<file path="config.mk">
export PLATFORM = sky130hd
export DESIGN_NAME = norm_seq
export DESIGN_NICKNAME = d
export VERILOG_FILES = /design/src/rtl/norm_seq.sv
export SDC_FILE = /design/constraint.sdc
export NUM_CORES = 1
export LEC_CHECK = 0
export ABC_AREA = 1
export ABC_CLOCK_PERIOD_IN_PS = 2450
export BUFFER_PORTS_ARGS = -buffer_cell sky130_fd_sc_hd__buf_4
export CORE_ASPECT_RATIO = 0.6
export CORE_MARGIN = 8
export CORE_UTILIZATION = 41
export CTS_CLUSTER_DIAMETER = 50
export DETAILED_ROUTE_END_ITERATION = 10
export PLACE_DENSITY_LB_ADDON = 0.12
export SKIP_CTS_REPAIR_TIMING = 1
export SYNTH_ARGS = -nofsm -noshare
export SYNTH_HDL_FRONTEND = slang
export SYNTH_SLANG_ARGS = --single-unit
</file>
<file path="constraint.sdc">
create_clock -name clk -period 2.45 [get_ports clk]
set_input_delay 0 -clock clk [delete_from_list [all_inputs] [get_ports clk]]
set_output_delay 0 -clock clk [all_outputs]
set_load 0.05 [all_outputs]
</file>
<file path="src/rtl/norm_seq.sv">
// norm_seq: sequential leading-zero normalizer, CHUNK bits per scan cycle; define NORM_SEQ_BYPASS_EN to skip scanning when the MSB is already set
module norm_seq #(
  parameter int WIDTH = 64,
  parameter int CHUNK = 16
) (
  input  logic                       clk,
  input  logic                       reset_n,
  input  logic                       InValid,
  output logic                       InReady,
  input  logic [WIDTH-1:0]           InNum,
  output logic                       OutValid,
  input  logic                       OutReady,
  output logic [WIDTH-1:0]           OutNum,
  output logic [$clog2(WIDTH+1)-1:0] OutCnt,
  output logic                       OutZero
);
  localparam int CW = $clog2(WIDTH+1);
  localparam int ZW = $clog2(CHUNK);
  typedef enum logic [1:0] {IDLE, SCAN, DONE} state_t;
  state_t state;
  logic [CHUNK-1:0] top;
  logic [ZW-1:0] z;
  assign top = OutNum[WIDTH-1 -: CHUNK];
  always_comb begin
    z = '0;
    for (int i = 0; i < CHUNK; i++) if (top[i]) z = ZW'(CHUNK-1-i);
  end
  // OutNum doubles as the work register; InReady is gated so it reads 0 while reset is held
  assign InReady  = reset_n && state == IDLE;
  assign OutValid = state == DONE;
  always_ff @(posedge clk or negedge reset_n) begin
    if (!reset_n) begin
      state   <= IDLE;
      OutNum  <= '0;
      OutCnt  <= '0;
      OutZero <= 1'b0;
    end else begin
      case (state)
        IDLE: if (InValid) begin
          OutNum  <= InNum;
          OutCnt  <= '0;
          OutZero <= 1'b0;
`ifdef NORM_SEQ_BYPASS_EN
          state   <= InNum[WIDTH-1] ? DONE : SCAN;
`else
          state   <= SCAN;
`endif
        end
        SCAN: if (top != '0) begin
          OutNum <= OutNum << z;
          OutCnt <= OutCnt + CW'(z);
          state  <= DONE;
        end else if (OutCnt == CW'(WIDTH-CHUNK)) begin
          OutCnt  <= CW'(WIDTH);
          OutZero <= 1'b1;
          state   <= DONE;
        end else begin
          OutNum <= OutNum << CHUNK;
          OutCnt <= OutCnt + CW'(CHUNK);
        end
        DONE: if (OutReady) state <= IDLE;
        default: state <= IDLE;
      endcase
    end
  end
endmodule

</file>
; Yosys cells after proc, flatten, opt, wreduce, memory -nomap -nowiden
; Cells that the tools add are included.
[op_classes]
n_reduce_logical = 8
muxes = 33
n_eq_ne = 9
shift = 1
addsub = 2
[ops]
columns = cell, n
row1 = $mux 64, 3
row2 = $pmux 64 s2, 1
row3 = $mux 4, 16
row4 = $shl 64x4->64, 1
row5 = $mux 7, 3
row6 = $reduce_bool 16->1, 1
row7 = $pmux 7 s2, 1
row8 = $mux 2, 4
row9 = $add 7x4->7, 1
row10 = $add 7x5->7 const B, 1
row11 = $eq 7x6->1 const B, 1
row12 = $ne 2x2->1 const B, 3
row13 = $ne 3x3->1 const B, 2
row14 = $pmux 2 s3, 1
row15 = $reduce_and 3->1, 2
row16 = $reduce_and 4->1, 1
row17 = $mux 1, 3
row18 = $eq 2x1->1 const B, 1
row19 = $eq 2x2->1 const B, 1
row20 = $logic_not 2->1, 1
row21 = $ne 2x1->1 const B, 1
row22 = $pmux 1 s2, 1
row23 = $reduce_and 2->1, 1
row24 = $reduce_bool 2->1, 1
row25 = $logic_and 1x1->1, 1
[word_totals]
inputBits = 68
output_inout_bits = 74
register_bits = 74

; Logic depth before layout (Yosys ltp)
[logic_depth]
depth_word = 19
ltp_mapped = 29
ltp_nobuf = 27

; Least setup slack after synthesis
; Ideal clock, no wire load.
[synth_timing]
path_kind = reg-to-reg
startpoint = reg OutNum[49]
endpoint = reg OutCnt[6]
setup_slack_ns = -0.618
t_required_ns = 2.321
t_arrival_ns = 2.939
synth_period_minus_slack_ns = 3.068
path_buffers = 2
setup_time_ns = 0.129
stages_incl_launch_ff = 29
path_cell_list = dfrtp_1 inv_1 nand2_1 nand2_1 nand2_1 nand2_1 nand2_1 nand2_1 nand2_1 nand2_1 nand2_1 nand2_1 nand2_1 nand2_2 nand2_4 nand2_2 buf_6 buf_6 ha_1 inv_1 fa_1 inv_1 a21oi_1 nor2_1 nor2_1 nor2_1 nor2_1 o21ai_0 o21ai_0
[synth_via]
elab_chain_cells = 18
[synth_lines]
columns = element, line_no
row1 = start: declaration, 13  ; output logic [WIDTH-1:0] OutNum,
row2 = start signal: assignment, 40  ; OutNum <= InNum;
row3 = start signal: assignment, 50  ; OutNum <= OutNum << z;
row4 = start signal: assignment, 58  ; OutNum <= OutNum << CHUNK;
row5 = $mux 4 (15 in a row), 26  ; for (int i = 0; i < CHUNK; i++) if (top[i]) z = ZW'(CHUNK-1-i);
row6 = $add 7x4->7, 51  ; OutCnt <= OutCnt + CW'(z);
row7 = $mux 7 *, 49  ; SCAN: if (top != '0) begin
row8 = $pmux 7 s2 *, 38  ; case (state)
row9 = end signal: assignment, 51
row10 = end signal: assignment, 54  ; OutCnt <= CW'(WIDTH);
row11 = end signal: assignment, 59  ; OutCnt <= OutCnt + CW'(CHUNK);
row12 = end: declaration, 14  ; output logic [$clog2(WIDTH+1)-1:0] OutCnt,
; Mark *: on every way between the ends. The rest lies on a longest branch, timed or not.
; A chain may end at the register's enable or synchronous reset.

; Final worst setup path
; Same ends and word-level chain as after synthesis.

==> results.json <==
{
  "yosysWarningCount": 0,
  "syn_nets": 1298,
  "violations": "hold timing, setup timing",
  "worst_pin_slew_ps": 589,
  "yosys.area.top_type": "dfrtp_1",
  "cts_max_level": 3,
  "post_drt_wl_per_cell_um": 21.7,
  "yosys.area.top_type_share_pct": 26.0,
  "ant_nets": 0,
  "grt_max_degree": 48,
  "drive_gt1_share_pct": 47.6,
  "arrival_ps": 2800,
  "pre_cts_ws_ps": -139,
  "synth-seq-area-share_pct": 26.0,
  "cts.sinks": 74,
  "setup_ws_ps": -115,
  "dp_cells": 1588,
  "hold_class": "in2reg",
  "post-route-util_pct": 69.0,
  "critPathMaxFanout": 11,
  "async_flop_share_pct": 100,
  "viasPerCell": 6.07,
  "crit_path_max_incr_delay_ps": 410,
  "slew_headroom_pct": 60.8,
  "worst-endpoint-required_ps": 2690,
  "clock_latency_ps": 350,
  "timing.rr.start": "OutNum[49]",
  "slowest_stage": "dfrtp_2",
  "fp-row-count": 37,
  "end_kind": "flop",
  "slew_violations": 0,
  "mostFrequentLayoutCells": "220 x nand2_1, 201 x nand3_2, 196 x buf_4",
  "syn_avg_cell_area_um2": 5.83,
  "path_delay_family": "simple AND/OR/NAND/NOR gates",
  "cp-startpoint": "OutNum[49]",
  "synth_edf_count": 0,
  "synth_seq_cells": 74,
  "synth_area_leaders": "dfrtp_1 26%, nand3_1 25%, nand2_1 19%",
  "place_hpwl_um": 23200,
  "die_h_um": 118,
  "port_buffers": 141,
  "skew_ps": 8.62,
  "finalCritPeriodShare_pct": 105,
  "fmax_mhz": 390,
  "r2r_cells": 21,
  "crit_path_end": "OutCnt[6]",
  "grt_pass1_wl_um": 48600,
  "rrSetupSlack_ps": -110,
  "drt-total-wl_um": 35700,
  "stdcell_count": 1646,
  "reg2reg_to": "OutCnt[6]",
  "multi_input_area_um2": 6600,
  "maxCapViolCount": 0,
  "finalSetupViolCount": 17,
  "period_needed_ps": 2560,
  "ctsLongestPathBuffers": 2,
  "seqCellArea_um2": 1870,
  "mostFrequentLayoutCell": "nand2_1",
  "fill_cells": 1405,
  "pin_count": 142,
  "path_clk_slew_ps": 70,
  "cp_cell_sequence": "inv_2, buf_4, nand2_2, nand3_1, nand3_2, nand3_2, nand3_2, nand3_1, nand3_1, nand2_2, buf_4, fa_2, inv_2, a21oi_2, nor2_1, nor2_1, nor2_1, nand2_1, nand2_1, o21ai_1, o21ai_1",
  "grt.busiest_layer": "met1",
  "gp_congestion": 0.963,
  "diodes": 0,
  "cts_root_buf": "clkbuf_16",
  "synth.distinct_cells": 39,
  "status": "complete, but fails checks",
  "die_x_um": 186,
  "cp_num_cells": 21,
  "drtIter0Drc": 1293,
  "antenna_found_initial": 0,
  "die_area_um2": 22000,
  "track_usage_pct": 27.7,
  "grt_overflow": 0,
  "syn_area_um2": 7130,
  "synth_flop_cell": "dfrtp_1",
  "worstSetupPathType": "reg2reg",
  "first_global_vias": 8519,
  "cts_tree": "built",
  "grt_use_met3_pct": 7.53,
  "start_kind": "flop",
  "area_growth_pct": 65.4,
  "nets": 1483,
  "grt_use_met2_pct": 36.6,
  "vias": 9992,
  "finalHoldViolCount": 22,
  "drc_errors": 0,
  "cts-buffers-inserted": 9,
  "coreArea_um2": 17100,
  "postSynthCellCount": 1222,
  "worstPathBufferInverterCount": 4,
  "initial_core_util_pct": 41.7,
  "grtUsageMet1_pct": 43.9,
  "dr.pass1.iters": 6,
  "rsz0062_at_grt": "true",
  "hold_ws_ps": -22.6
}
## Yosys cell counts (2+ instances only)
master / count
nor3_1: 2
buf_2: 18
buf_4: 4
buf_6: 8
o21ai_0: 30
o22ai_1: 2
a31oi_1: 4
dfrtp_1: 74
a21oi_1: 63
nor2_1: 113
nor2_2: 2
inv_2: 6
nand2_2: 2
clkbuf_1: 39
inv_1: 82
buf_1: 9
nand3_1: 352
nand3b_1: 6
a221oi_1: 9
o211ai_1: 8
nand2_1: 353
o21ai_2: 3
ha_1: 7
a22oi_1: 9
o21ai_1: 3
## cell families (layout without fill, tap and decap cells)
| kind of cell | Yosys count | count (layout) | share of synthesized area, % |
|---|---|---|---|
| adder cells (fa/ha/maj) | 8 | 8 | 1.51 |
| AO/OA/AOI/OAI | 136 | 136 | 11.1 |
| AND/OR/NAND/NOR | 836 | 836 | 51.1 |
| flip-flops | 74 | 74 | 26.0 |
| buffers and inverters | 167 | 357 | 10.2 |
| XOR/XNOR | 1 | 1 | 0.123 |
## worst register-to-register path, stage by stage (launching register included)
cell and delay [ps]:
dfrtp_2 410, inv_2 60, buf_4 100, nand2_2 50
nand3_1 80, nand3_2 70, nand3_2 80, nand3_2 70
nand3_1 80, nand3_1 80, nand2_2 130, buf_4 260
fa_2 270, inv_2 40, a21oi_2 110, nor2_1 50
nor2_1 130, nor2_1 70, nand2_1 60, nand2_1 50
o21ai_1 130, o21ai_1 70
## per-layer routing
metal,part of all wire [%],routed length (µm)
met1,43,15400
met2,41,14500
met3,14,4890
met4,2.4,844
met5,0,0
## registers in the layout, summed over array words and instances, names as in the netlist
register  flops
OutNum       64
OutCnt        7
state         2
OutZero       1
## metrics by stage
stage	instance area [µm²]	setup TNS, ps
floorplan	7180	-779
detailed placement	8840	-434
global placement	8840	-260
CTS	9130	-524
finish	11800	-774
global route	11800	-9970
## worst min-delay path by stage
stage                          from  depth (start not counted)  slack, ps          to
after floorplan             reset_n                          0       -300   OutCnt[0]
after global placement      reset_n                          1        -40  OutNum[53]
after detailed placement    reset_n                          1        -40  OutNum[53]
after CTS                   reset_n                          1       -400  OutNum[53]
after global routing      InNum[47]                          3          6  OutNum[47]
final                     InNum[16]                          5        -20  OutNum[16]
## final cells by class
class / instances / area share [%]
flip-flops and latches: 74 / 15.8
well taps: 234 / 2.48
multi-input cells: 981 / 56.0
inverters: 89 / 3.11
repair buffers: 251 / 20.0
clock inverters: 6 / 0.573
clock buffers: 10 / 1.94
repair inverters: 1 / 0.138
Power is not shown: default switching activity piles up to over one toggle a cycle in this logic, so the estimate is an artifact.
